File: src/rtl/ifetch_ctrl_if.sv
// Bus bundle for ifetch_ctrl: redirect request, instruction-memory port and decode handshake.
// master = fetch controller side, slave = environment (EX/imem/decode) side.
interface ifetch_ctrl_if #(parameter int ADDR_W = 32);
    logic              redirect_valid;
    logic [ADDR_W-1:0] redirect_pc;
    logic              imem_req;
    logic [ADDR_W-1:0] imem_addr;
    logic              imem_gnt;
    logic              imem_rvalid;
    logic [31:0]       imem_rdata;
    logic              if_valid;
    logic [31:0]       if_instr;
    logic [ADDR_W-1:0] if_pc;
    logic              if_ready;

    modport master (
        input  redirect_valid, redirect_pc, imem_gnt, imem_rvalid, imem_rdata, if_ready,
        output imem_req, imem_addr, if_valid, if_instr, if_pc
    );

    modport slave (
        output redirect_valid, redirect_pc, imem_gnt, imem_rvalid, imem_rdata, if_ready,
        input  imem_req, imem_addr, if_valid, if_instr, if_pc
    );
endinterface

File: src/rtl/ifetch_ctrl.sv
// Instruction-fetch sequencer: issues imem reads, queues in-order returns, hands them to decode, applies redirects.
// Defining IFETCH_PERF_CNT_EN adds the perf_fetch_cnt/perf_flush_cnt counters.
module ifetch_ctrl #(
    parameter int                ADDR_W   = 32,
    parameter int                DEPTH    = 2,
    parameter logic [ADDR_W-1:0] RESET_PC = '0
) (
    input  logic          clk,
    input  logic          rst_n,
    ifetch_ctrl_if.master bus
`ifdef IFETCH_PERF_CNT_EN
    ,
    output logic [31:0]   perf_fetch_cnt,
    output logic [31:0]   perf_flush_cnt
`endif
);

    localparam int                CNT_W      = $clog2(DEPTH + 1);
    localparam int                PTR_W      = (DEPTH > 1) ? $clog2(DEPTH) : 1;
    localparam logic [ADDR_W-1:0] PC_STEP    = ADDR_W'(4);
    localparam logic [ADDR_W-1:0] ALIGN_MASK = ~ADDR_W'(3);

    typedef enum logic [1:0] {BOOT, RUN, DRAIN} state_t;

    state_t            state, state_next;
    logic [ADDR_W-1:0] fetch_pc, deliver_pc, target_pc;
    logic [CNT_W-1:0]  inflight, inflight_next;
    logic [CNT_W-1:0]  count, count_next;
    logic [CNT_W-1:0]  discard, discard_next;
    logic [CNT_W:0]    occupancy;
    logic [PTR_W-1:0]  rd_ptr, wr_ptr;
    logic [31:0]       queue [DEPTH];
    logic [31:0]       last_instr;
    logic              redirect, issue, push, pop;

    function automatic logic [PTR_W-1:0] ptr_inc(input logic [PTR_W-1:0] p);
        return (p == PTR_W'(DEPTH - 1)) ? '0 : p + PTR_W'(1);
    endfunction

    assign redirect  = bus.redirect_valid;
    assign target_pc = bus.redirect_pc & ALIGN_MASK;

    // Reads in flight already own a queue slot, so a returning word always finds room.
    assign occupancy    = {1'b0, inflight} + {1'b0, count};
    assign bus.imem_req = (state != BOOT) && !redirect && (occupancy < (CNT_W + 1)'(DEPTH));
    assign bus.imem_addr = fetch_pc;

    assign bus.if_valid = (count != '0) && !redirect;
    assign bus.if_instr = (count != '0) ? queue[rd_ptr] : last_instr;
    assign bus.if_pc    = deliver_pc;

    assign issue = bus.imem_req && bus.imem_gnt;
    assign pop   = bus.if_valid && bus.if_ready;
    assign push  = bus.imem_rvalid && !redirect && (discard == '0);

    always_comb begin
        state_next    = state;
        inflight_next = inflight + CNT_W'(issue) - CNT_W'(bus.imem_rvalid);
        count_next    = count;
        discard_next  = discard;
        if (redirect) begin
            count_next   = '0;
            discard_next = inflight - CNT_W'(bus.imem_rvalid);
        end else begin
            count_next = count + CNT_W'(push) - CNT_W'(pop);
            if (bus.imem_rvalid && (discard != '0)) begin
                discard_next = discard - CNT_W'(1);
            end
        end
        case (state)
            BOOT:    state_next = RUN;
            RUN:     if (redirect && (inflight_next != '0)) state_next = DRAIN;
            DRAIN:   if (discard_next == '0) state_next = RUN;
            default: state_next = BOOT;
        endcase
    end

    always_ff @(posedge clk or negedge rst_n) begin
        if (!rst_n) begin
            state      <= BOOT;
            inflight   <= '0;
            count      <= '0;
            discard    <= '0;
            fetch_pc   <= RESET_PC;
            deliver_pc <= RESET_PC;
            rd_ptr     <= '0;
            wr_ptr     <= '0;
            last_instr <= '0;
        end else begin
            state    <= state_next;
            inflight <= inflight_next;
            count    <= count_next;
            discard  <= discard_next;
            if (redirect) begin
                fetch_pc   <= target_pc;
                deliver_pc <= target_pc;
                rd_ptr     <= '0;
                wr_ptr     <= '0;
            end else begin
                if (issue) fetch_pc <= fetch_pc + PC_STEP;
                if (push)  wr_ptr <= ptr_inc(wr_ptr);
                if (pop) begin
                    deliver_pc <= deliver_pc + PC_STEP;
                    rd_ptr     <= ptr_inc(rd_ptr);
                    last_instr <= queue[rd_ptr];
                end
            end
        end
    end

    always_ff @(posedge clk or negedge rst_n) begin
        if (!rst_n) begin
            for (int i = 0; i < DEPTH; i++) queue[i] <= '0;
        end else if (push) begin
            queue[wr_ptr] <= bus.imem_rdata;
        end
    end

`ifdef IFETCH_PERF_CNT_EN
    always_ff @(posedge clk or negedge rst_n) begin
        if (!rst_n) begin
            perf_fetch_cnt <= '0;
            perf_flush_cnt <= '0;
        end else begin
            if (pop)      perf_fetch_cnt <= perf_fetch_cnt + 32'd1;
            if (redirect) perf_flush_cnt <= perf_flush_cnt + 32'd1;
        end
    end
`endif

    assert property (@(posedge clk) disable iff (!rst_n) !(bus.imem_rvalid && (inflight == '0)));
    assert property (@(posedge clk) disable iff (!rst_n) count <= CNT_W'(DEPTH));
    assert property (@(posedge clk) disable iff (!rst_n) discard <= inflight);

endmodule

File: src/flat_wrapper.sv
// flat-port wrapper written by rule: the top's interface ports become plain ports
module ifetch_ctrl_flat 
#(
    parameter int                ADDR_W   = 32,
    parameter int                DEPTH    = 2,
    parameter logic [ADDR_W-1:0] RESET_PC = '0
)
  (clk, rst_n, bus_redirect_valid, bus_redirect_pc, bus_imem_gnt, bus_imem_rvalid, bus_imem_rdata, bus_if_ready, bus_imem_req, bus_imem_addr, bus_if_valid, bus_if_instr, bus_if_pc);
  ifetch_ctrl_if #(.ADDR_W(ADDR_W)) bus_i ();
  input  logic clk;
  input  logic rst_n;
  input wire logic [$bits(bus_i.redirect_valid)-1:0] bus_redirect_valid;
  input wire logic [$bits(bus_i.redirect_pc)-1:0] bus_redirect_pc;
  input wire logic [$bits(bus_i.imem_gnt)-1:0] bus_imem_gnt;
  input wire logic [$bits(bus_i.imem_rvalid)-1:0] bus_imem_rvalid;
  input wire logic [$bits(bus_i.imem_rdata)-1:0] bus_imem_rdata;
  input wire logic [$bits(bus_i.if_ready)-1:0] bus_if_ready;
  output wire logic [$bits(bus_i.imem_req)-1:0] bus_imem_req;
  output wire logic [$bits(bus_i.imem_addr)-1:0] bus_imem_addr;
  output wire logic [$bits(bus_i.if_valid)-1:0] bus_if_valid;
  output wire logic [$bits(bus_i.if_instr)-1:0] bus_if_instr;
  output wire logic [$bits(bus_i.if_pc)-1:0] bus_if_pc;
  assign bus_i.redirect_valid = bus_redirect_valid;
  assign bus_i.redirect_pc = bus_redirect_pc;
  assign bus_i.imem_gnt = bus_imem_gnt;
  assign bus_i.imem_rvalid = bus_imem_rvalid;
  assign bus_i.imem_rdata = bus_imem_rdata;
  assign bus_i.if_ready = bus_if_ready;
  assign bus_imem_req = bus_i.imem_req;
  assign bus_imem_addr = bus_i.imem_addr;
  assign bus_if_valid = bus_i.if_valid;
  assign bus_if_instr = bus_i.if_instr;
  assign bus_if_pc = bus_i.if_pc;
  ifetch_ctrl #(.ADDR_W(ADDR_W), .DEPTH(DEPTH), .RESET_PC(RESET_PC)) u_core (.clk(clk), .rst_n(rst_n), .bus(bus_i));
endmodule
File: config.mk
export PLATFORM = sky130hd
export DESIGN_NAME = ifetch_ctrl_flat
export DESIGN_NICKNAME = d
export VERILOG_FILES = /design/src/rtl/ifetch_ctrl_if.sv /design/src/rtl/ifetch_ctrl.sv /design/src/flat_wrapper.sv
export SDC_FILE = /design/constraint.sdc
export NUM_CORES = 1
export LEC_CHECK = 0
export BUFFER_PORTS_ARGS = -buffer_cell sky130_fd_sc_hd__buf_2
export CORE_ASPECT_RATIO = 0.6
export CORE_MARGIN = 2
export CORE_UTILIZATION = 39
export DETAILED_ROUTE_END_ITERATION = 8
export PLACE_DENSITY = 0.63
export SYNTH_ARGS = -nofsm -noshare
export SYNTH_HDL_FRONTEND = slang
export SYNTH_SLANG_ARGS = --single-unit
File: constraint.sdc
create_clock -name clk -period 6.1 [get_ports clk]
set_input_delay 1.22 -clock clk [delete_from_list [all_inputs] [get_ports clk]]
set_output_delay 1.22 -clock clk [all_outputs]
set_load 0.01 [all_outputs]
==> key figures, run 1 <==
Outcome
  – Status: finished clean

Placed design
  – Placed inst area: ~9100 sq um
  – Post-DP HPWL: between 10 and 15 mm
  – Gpl congestion: roughly 0.8
  – Buffers on Ports: ~160

Worst setup path
  – Crit end category: register
  – CP Max Fanout: 32
  – Setup Crit Path Kind: input port to register
  – Worst EP required: roughly 6.4 ns
  – Startpoint Class: input port
  – Worst EP arrival: between 3 and 4 ns

Timing
  – Final Hold Vio Count: 0
  – Fin crit share: about three fifths
  – Final setup TNS: 0 ns
  – Max Clock Skew: 0.0134 ns
  – Slew Viols, Final: 0
  – Slew @ Worst Pin: around 1.1 ns
  – # setup viols final: 0
  – Fmax: 279 MHz
  – Slew headroom: 27.3%
  – Minimum clock period: ~3.6 ns
  – WHS: 0.481 ns
  – RSZ-0062 raised after global routing: false

Synthesis
  – Yosys warnings: 0
  – Synth Instances: roughly 800
  – Synth async-reset ratio: 100%
  – Main flop type after synthesis: dfrtp_1
  – Seq/Total Area, Yosys: about half
  – Post-synthesis register bit count: 166
  – Netlist cell types: 48
  – Post-synth EDFFs: 0
  – Area of the mapped netlist: 8100 sq um
  – Mean Syn Cell Area: between 10 and 15 sq um

Clocking
  – Post-CTS Setup Bufs: 0
  – Num CTS Buffers: 17
  – Root Buffer: clkbuf_16
  – CTS tree: done
  – CTS max path bufs: 2
  – Clk slew on worst S/H paths: about 0.070 ns
  – Hold buffers post-CTS: 0
  – Clock sinks: ~170
  – CTS resizes: 0
  – Clk Latency, worst-skew pair: about 0.43 ns
  – Clock H-tree levels: 4

GRT
  – First-pass GRT wire length: about 34 mm
  – Grt ovf: 0
  – Largest net degree at the start of global routing: around 170
  – Antenna violations before repair: 1
  – Vias in the first global route: about 6000
  – GRT Util Overall: 19.9%

Worst hold path
  – Hold WC Path Type: register to register

Cells and area
  – Share of cells above drive strength 1: between 20% and 30%
  – Layout area overhead: 20.1%
  – Final core utilization: 48.2%
  – Most frequent cells in the layout: 165 x dfrtp_1, 160 x buf_2, 95 x nand2_1, 74 x o21ai_0, 66 x mux2_2
  – Commonest non-fill, non-tap cell in the layout: dfrtp_1
  – Cell area after layout: 9720 sq um
  – Number of nets in the layout: 1017
  – Filler Cell Count: ~1900

Floorplanning
  – Core area: 20200 sq um
  – Die Ht: between 100 and 150 um
  – # rows: 40
  – Initial Util: approximately 40%
  – DIE AREA: about 22000 sq um
  – I/O pins: around 170
  – Die X: ~190 um

Power and ir drop
  – Final Total Pwr: ~4200 uW
  – LEAKAGE: around 0.0044 uW
  – Max VDD drop: roughly 200 uV
  – Power Density: roughly 430 nW/um^2

Routing
  – Post-Route WL: between 20 and 25 mm
  – Initial DRT Pass Iterations: 4
  – Vias: about 6400
  – DRC violations left: 0
  – WL/cell: around 17 um
  – Antenna Nets Post-Route: 0
  – Drt first-iter violations: approximately 440
  – Vias per cell: roughly 5.3

Flow run
  – Max Cap Viol: 0
[metal layers]
layer	wire length [um]	vias up	global-route usage, %
li1	-	3093	-
met3	1430	15	4.69
met1	10600	3132	30.6
met5	0	-	0
met4	210	0	5.99
met2	8570	206	27.4
[layout make-up]
type / count / area (sq um) / area share [%]
antenna: 1 / 2.50 / 0.0257
clock buffer: 18 / 429 / 4.41
clock inverter: 14 / 150 / 1.54
inverter: 26 / 97.6 / 1.00
multi-input combinational: 559 / 3660 / 37.7
sequential: 166 / 4160 / 42.7
tap: 273 / 342 / 3.51
timing repair buffer: 169 / 885 / 9.10
[where the power goes]
part / internal, uW / switching [uW] / total [uW]
combinational: 626 / 724 / 1350
clock: 606 / 473 / 1080
sequential: 1490 / 281 / 1770
[worst max-delay path: stages]
cell and delay (ns):
buf_2 0.31, nor3_1 0.11, nand3b_1 0.10, buf_4 0.32, clkinv_1 0.64, nor2_1 0.57
buf_4 0.33, o21ai_0 0.13, o311ai_0 0.11
[flip-flops by register name (all words and copies together) (netlist names)]
signal / flops
u_core.discard: 2
u_core.last_instr: 32
u_core.bus.if_pc: 30
u_core.bus.imem_addr: 30
u_core.count: 2
u_core.state: 2
u_core.wr_ptr: 1
u_core.rd_ptr: 1
u_core.queue: 64
u_core.inflight: 2
[through the flow]
| stage | std cells | setup WS [ns] |
|---|---|---|
| floorplan | 798 | 2.94 |
| global placement | 1193 | 2.17 |
| detailed placement | 1193 | 2.16 |
| CTS | 1225 | 2.54 |
| global route | 1225 | 2.33 |
| finish | 1226 | 2.52 |
[path summary, 6_finish.rpt]
kind | startpoint | to | slack (ns) | cells past startpoint
setup / recovery | bus_redirect_valid | u_core.bus.imem_addr[9] | 2.52 | 9
hold / removal | u_core.last_instr[8] | u_core.last_instr[8] | 0.48 | 2
setup reg to reg | u_core.count[0] | u_core.bus.imem_addr[9] | 2.66 | 11
hold reg to reg | u_core.last_instr[8] | u_core.last_instr[8] | 0.48 | 2
max in group asynchronous | rst_n | u_core.rd_ptr | 4.38 | 2
min in group asynchronous | rst_n | u_core.bus.if_pc[27] | 0.85 | 2
[Yosys cell counts (6+ instances only)]
| master | n | area (sq um) |
|---|---|---|
| o21ai_0 | 74 | 370 |
| nor4_1 | 10 | 62.6 |
| clkbuf_1 | 31 | 116 |
| inv_1 | 25 | 93.8 |
| a21oi_1 | 39 | 195 |
| mux2_2 | 66 | 743 |
| o211ai_1 | 20 | 150 |
| mux2i_1 | 34 | 340 |
| buf_1 | 7 | 26.3 |
| dfrtp_1 | 166 | 4150 |
| and3_1 | 8 | 50.1 |
| nor3_1 | 13 | 65.1 |
| nand4_1 | 18 | 113 |
| nor2_1 | 56 | 210 |
| nand2_1 | 96 | 360 |
| xnor2_1 | 28 | 245 |
| a31oi_1 | 7 | 43.8 |
| xor2_1 | 8 | 70.1 |
| buf_4 | 6 | 45.0 |
| nand3_1 | 22 | 110 |
| ha_1 | 7 | 87.6 |
| o311ai_0 | 9 | 78.8 |
[cell families after synthesis]
logic type	share of synthesized area [%]
and+or+nand+nor	15.1
xor gates and xnor gates	3.89
AOI/OAI and AO/OA	11.3
muxes	13.4
other	0.0463
DFF	51.3
buffers and inverters	3.71
adders and majority gates	1.33
No activity file was read; power rests on OpenSTA's default activity.
==> run 2: changes to the inputs <==
==> constraint.sdc (replaced) <==
create_clock -name clk -period 3.6 [get_ports clk]
set_input_delay 0.72 -clock clk [delete_from_list [all_inputs] [get_ports clk]]
set_output_delay 0.72 -clock clk [all_outputs]
set_load 0.01 [all_outputs]
==> key figures, run 2 (synthesized netlist as in run 1, its figures left out) <==
Floorplanning
  – Core area: 20200 sq um (unchanged)
  – # rows: 40 (unchanged)
  – I/O pins: 168 (unchanged)
  – Initial Util: 40.1% (unchanged)
  – Die X: 190 um (unchanged)
  – Die Ht: 116 um (unchanged)
  – DIE AREA: 22000 sq um (unchanged)

GRT
  – GRT Util Overall: 19.9% (+0.067 points)
  – First-pass GRT wire length: 33.8 mm (+0.57%)
  – Vias in the first global route: 6077 (+1.0%)
  – Antenna violations before repair: 1 (unchanged)
  – Grt ovf: 0 (unchanged)
  – Largest net degree at the start of global routing: 167 (unchanged)

Worst setup path
  – Top delay family on crit path: buffers and inverters
  – Max stage delay on crit path: 0.46 ns (-0.18 ns)
  – Setup Crit Path Kind: register to primary output
  – CP max-delay cell: dfrtp_1
  – Worst EP required: 2.88 ns (-3.53 ns)
  – WP buf/inv: 2 (-2)
  – CP Max Fanout: 25 (-22%)
  – Worst EP arrival: 2.09 ns (-1.80 ns)
  – Startpoint Class: register
  – CP Cell Sequence: or2_2 -> buf_4 -> nor2_1 -> a21oi_1 -> buf_2
  – Crit end category: primary output

Cells and area
  – Commonest non-fill, non-tap cell in the layout: dfrtp_1
  – Most frequent cells in the layout: 165 x dfrtp_1, 160 x buf_2, 95 x nand2_1, 74 x o21ai_0, 66 x mux2_2
  – Max reg flops: 64 (unchanged)
  – Number of nets in the layout: 1024 (+0.69%)
  – Biggest regs: u_core.queue x64, u_core.last_instr x32
  – Sequential Area: 4160 sq um (unchanged)
  – Area of the multi-input gates: 3660 sq um (unchanged)
  – Share of cells above drive strength 1: 29.7% (+0.62 points)
  – Filler Cell Count: 1839 (-2.7%)
  – Layout area overhead: 21.6%
  – Reg with most FFs: u_core.queue

Worst hold path
  – Hold WC Path Type: input port to asynchronous set/reset pin

Clocking
  – Clk slew on worst S/H paths: 0.07 ns (about the same)
  – CTS max path bufs: 2 (unchanged)
  – Num CTS Buffers: 17 (unchanged)
  – Hold buffers post-CTS: 0 (unchanged)
  – CTS resizes: 0 (unchanged)
  – Clk Latency, worst-skew pair: 0.43 ns (about the same)
  – Clock H-tree levels: 4 (unchanged)
  – Post-CTS Setup Bufs: 0 (unchanged)
  – CTS tree: done
  – Root Buffer: clkbuf_16
  – Clock sinks: 166 (unchanged)

Routing
  – Drt first-iter violations: 372 (-15%)
  – Post-Route WL: 21.1 mm (+1.4%)
  – DRC violations left: 0 (unchanged)
  – Initial DRT Pass Iterations: 5 (+1)
  – Vias: 6423 (-0.36%)
  – Vias per cell: 5.21 (-0.92%)
  – WL/cell: 17.1 um (+0.82%)
  – Antenna Nets Post-Route: 0 (unchanged)

Timing
  – Final setup TNS: 0 ns (unchanged)
  – Minimum clock period: ~2.8 ns
  – # setup viols final: 0 (unchanged)
  – RSZ-0062 raised after global routing: false
  – Max Clock Skew: 0.0128 ns (-0.000612 ns)
  – Slew @ Worst Pin: 0.971 ns (-0.119 ns)
  – WHS: 0.393 ns (-0.0881 ns)
  – Fin crit share: between 70% and 80%
  – Fmax: 356 MHz
  – Final Hold Vio Count: 0 (unchanged)
  – Slew Viols, Final: 0 (unchanged)
  – Slew headroom: 35.3% (+7.9 points)

Placed design
  – Post-DP HPWL: 14.6 mm (+1.4%)
  – Buffers on Ports: 161 (unchanged)
  – Gpl congestion: 0.839 (+4.8%)

Power and ir drop
  – Power Density: 743 nW/um^2 (+72%)
  – Max VDD drop: 351 uV (+76%)
  – LEAKAGE: 0.00445 uW (+1.7%)

Flow run
  – Max Cap Viol: 0 (unchanged)

Outcome
  – Status: finished clean
==> run 2: final cells by class <==
class | count | area share [%]
clock buffers | 17 | 4.32
diodes | 1 | 0.0254
well taps | 273 | 3.47
clock inverters | 15 | 2.12
multi-input cells | 559 | 37.2
flip-flops and latches | 166 | 42.2
inverters | 26 | 0.992
repair buffers | 176 | 9.65
==> run 2: routing by layer <==
metal	routed length, um	vias up	track usage, %	part of all wire (%)
li1	-	3108	-	-
met1	10800	3128	30.3	51
met2	8670	173	27.6	41
met3	1430	14	5.63	6.8
met4	184	0	5.06	0.87
met5	0	-	0	0
==> run 2: power by group <==
part / leakage [uW] / internal (uW) / switching (uW)
clock: 0.000302 / 1130 / 854
combinational: 0.00207 / 1080 / 1290
sequential: 0.00208 / 2520 / 440
==> run 2: per-stage QoR <==
stage / worst slack [ns] / power [uW] / std cells / utilization [%] / area [sq um]
after global routing: 0.632 / 7820 / 1232 / 48.8 / 9840
after CTS: 0.718 / 7390 / 1232 / 48.8 / 9840
after detailed placement: 0.941 / 5370 / 1200 / 45.6 / 9210
after floorplan: 1.13 / 4480 / 798 / - / 8110
after global placement: 1.03 / 5290 / 1200 / 45.6 / 9210
final: 0.790 / 7310 / 1233 / 48.8 / 9840
==> run 2: path summary, 6_finish.rpt <==
kind	startpoint	to	slack [ns]	cells after the start
max	u_core.count[1]	bus_if_instr[27]	0.79	5
min	rst_n	u_core.bus.if_pc[26]	0.39	2
max reg2reg	u_core.count[0]	u_core.bus.imem_addr[20]	0.94	10
min reg2reg	u_core.last_instr[3]	u_core.last_instr[3]	0.48	2
max in group asynchronous	rst_n	u_core.queue[0]	2.43	2
min in group clk	u_core.last_instr[3]	u_core.last_instr[3]	0.48	2
==> run 2: worst register-to-register path: cells and delay by family, from the launching register on <==
| family | cells | cell delay, ns |
|---|---|---|
| AO/OA/AOI/OAI | 2 | 0.39 |
| flip-flops | 1 | 0.38 |
| buffers and inverters | 3 | 0.57 |
| AND/OR/NAND/NOR | 4 | 0.76 |
| adder cells (fa/ha/maj) | 1 | 0.42 |
==> run 3: changes to the inputs <==
==> constraint.sdc (replaced) <==
create_clock -name clk -period 2.7 [get_ports clk]
set_input_delay 0.54 -clock clk [delete_from_list [all_inputs] [get_ports clk]]
set_output_delay 0.54 -clock clk [all_outputs]
set_load 0.01 [all_outputs]
==> key figures, run 3 (synthesized netlist as in run 1, its figures left out) <==
Outcome
  – Status: finished clean

Routing
  – Initial DRT Pass Iterations: 5 (unchanged)
  – Vias: 6485 (+0.97%)
  – Drt first-iter violations: 450 (+21%)
  – Vias per cell: 5.23 (+0.40%)
  – DRC violations left: 0 (unchanged)
  – WL/cell: 16.9 um (-1.4%)
  – Post-Route WL: 21.0 mm (-0.87%)
  – Antenna Nets Post-Route: 0 (unchanged)

Floorplanning
  – Initial Util: 40.1% (unchanged)
  – Die Ht: 116 um (unchanged)
  – # rows: 40 (unchanged)
  – DIE AREA: 22000 sq um (unchanged)
  – Die X: 190 um (unchanged)
  – I/O pins: 168 (unchanged)
  – Core area: 20200 sq um (unchanged)

Cells and area
  – Final core utilization: 48.9% (+0.14 points)
  – Layout area overhead: 21.9%
  – Post-route insts no fill: 1240 (+0.57%)
  – Most frequent cells in the layout: 165 x dfrtp_1, 160 x buf_2, 94 x nand2_1, 74 x o21ai_0, 66 x mux2_2
  – Share of cells above drive strength 1: 30.3% (+0.61 points)
  – Biggest regs: u_core.queue x64, u_core.last_instr x32
  – Number of nets in the layout: 1031 (+0.68%)
  – Area of the multi-input gates: 3670 sq um (+0.27%)
  – Reg with most FFs: u_core.queue
  – Max reg flops: 64 (unchanged)
  – Commonest non-fill, non-tap cell in the layout: dfrtp_1
  – Filler Cell Count: 1901 (+3.4%)
  – Sequential Area: 4160 sq um (unchanged)

Worst setup path
  – Setup Crit Path Kind: register to primary output
  – Max stage delay on crit path: 0.44 ns (-0.02 ns)
  – CP Cell Sequence: inv_1 -> nor2_1 -> fa_1 -> nor3_2 -> nor2b_1 -> buf_2
  – CP Max Fanout: 4 (-84%)
  – WP buf/inv: 2 (unchanged)
  – Worst EP required: 2.16 ns (-0.72 ns)
  – Crit end category: primary output
  – CP max-delay cell: fa_1
  – Reg-to-reg endpoint: u_core.state[0]
  – Top delay family on crit path: simple AND/OR/NAND/NOR gates
  – Worst EP arrival: 1.96 ns (-0.13 ns)
  – Reg2Reg Launch Point: u_core.count[0]
  – Reg-to-reg slack, setup: 0.31 ns (-0.63 ns)
  – Startpoint Class: register
  – FF-to-FF path depth: 10 (unchanged)

Clocking
  – Post-CTS Setup Bufs: 0 (unchanged)
  – Clk Latency, worst-skew pair: 0.44 ns (about the same)
  – CTS max path bufs: 2 (unchanged)
  – Root Buffer: clkbuf_16
  – Num CTS Buffers: 17 (unchanged)
  – Clk slew on worst S/H paths: 0.07 ns (about the same)
  – Clock H-tree levels: 4 (unchanged)
  – CTS tree: done
  – Clock sinks: 166 (unchanged)

GRT
  – GRT Util Overall: 20.3% (+0.34 points)
  – Grt ovf: 0 (unchanged)
  – Largest net degree at the start of global routing: 89 (-47%)
  – Vias in the first global route: 6170 (+1.5%)
  – First-pass GRT wire length: 34.2 mm (+1.4%)
  – Antenna violations before repair: 1 (unchanged)

Worst hold path
  – Worst hold stages: 3
  – Hold EP: u_core.bus.if_pc[14]
  – Hold path start: bus_redirect_pc[14]
  – Hold WC Path Type: input port to register

Timing
  – Max Clock Skew: 0.0104 ns (-0.00241 ns)
  – Fmax: ~400 MHz
  – Fin crit share: 92.7%
  – Slew Viols, Final: 0 (unchanged)
  – # setup viols final: 0 (unchanged)
  – RSZ-0062 raised after global routing: false
  – Minimum clock period: 2.50 ns
  – Final setup TNS: 0 ns (unchanged)
  – Final Hold Vio Count: 0 (unchanged)
  – Slew headroom: 58.7% (+23 points)
  – Slew @ Worst Pin: 0.617 ns (-0.354 ns)

Placed design
  – Placed Cells: 1206 (+0.50%)
  – Gpl congestion: 0.829 (-1.3%)
  – Buffers on Ports: 161 (unchanged)
  – Post-DP HPWL: 14.8 mm (+1.1%)

Power and ir drop
  – Reg power frac: 41.7% (+1.1 points)
  – LEAKAGE: 0.00446 uW (+0.14%)
  – Comb power frac: 33.7% (+1.3 points)
  – P_sw: 3350 uW (+30%)
  – Sw frac: 35.4% (+0.095 points)
  – Max VDD drop: 545 uV (+55%)
  – Clock power frac: 24.6% (-2.5 points)
  – P_int: 6100 uW (+29%)
  – Power Density: 958 nW/um^2 (+29%)

Flow run
  – Max Cap Viol: 0 (unchanged)
[run 3: how the worst max path moves through the flow]
stage                         start                  endpoint  slack (ns)  cells past startpoint
global route        u_core.count[0]              bus_imem_req        0.05                      6
finish              u_core.count[0]              bus_imem_req        0.20                      6
detailed placement  u_core.count[0]  u_core.bus.imem_addr[12]        0.13                     10
CTS                 u_core.count[0]              bus_imem_req        0.04                      6
floorplan           u_core.count[0]           u_core.state[0]        0.38                     11
global placement    u_core.count[0]  u_core.bus.imem_addr[14]        0.26                     10
[run 3: tightest hold or removal path, cell delays in order]
cell     delay [ns]
buf_2          0.08
nand2_1        0.06
o21ai_0        0.07
[run 3: final cells by class]
| type | instances | area share, % |
|---|---|---|
| timing repair buffer | 183 | 10.6 |
| clock inverter | 15 | 1.36 |
| inverter | 26 | 0.989 |
| tap | 273 | 3.46 |
| multi-input combinational | 559 | 37.2 |
| sequential | 166 | 42.1 |
| antenna | 1 | 0.0254 |
| clock buffer | 17 | 4.31 |
[run 3: metrics by stage]
step           area, sq um  worst slack, ns  hold WS [ns]  total power (uW)
3_5_place_dp          9290            0.129         0.381              7180
2_1_floorplan         8110            0.382         0.244              5970
4_1_cts               9860           0.0352         0.322              9550
6_report              9870            0.198         0.346              9450
5_1_grt               9870           0.0548         0.327             10200
3_3_place_gp          9290            0.258         0.382              7100
[run 3: power groups by stage]
stage	clock network [uW]	registers [uW]	logic (uW)
2_1_floorplan	0	3890	2080
3_3_place_gp	0	3950	3140
3_5_place_dp	0	3980	3200
4_1_cts	2390	3940	3220
5_1_grt	2510	4070	3590
6_report	2330	3940	3180
[run 3: timing repair]
item                                    CTS  global route
resized for setup                         0             3
hold buffers                              1             0
endpoints found under the setup margin    0            27
hold endpoints to repair                 13             0
[run 3: metal layers]
| layer | global-route usage (%) | share of wire [%] | vias up |
|---|---|---|---|
| li1 | - | - | 3126 |
| met1 | 30.8 | 51 | 3157 |
| met2 | 28.0 | 41 | 190 |
| met3 | 6.09 | 7.3 | 12 |
| met4 | 4.81 | 0.58 | 0 |
| met5 | 0 | 0 | - |
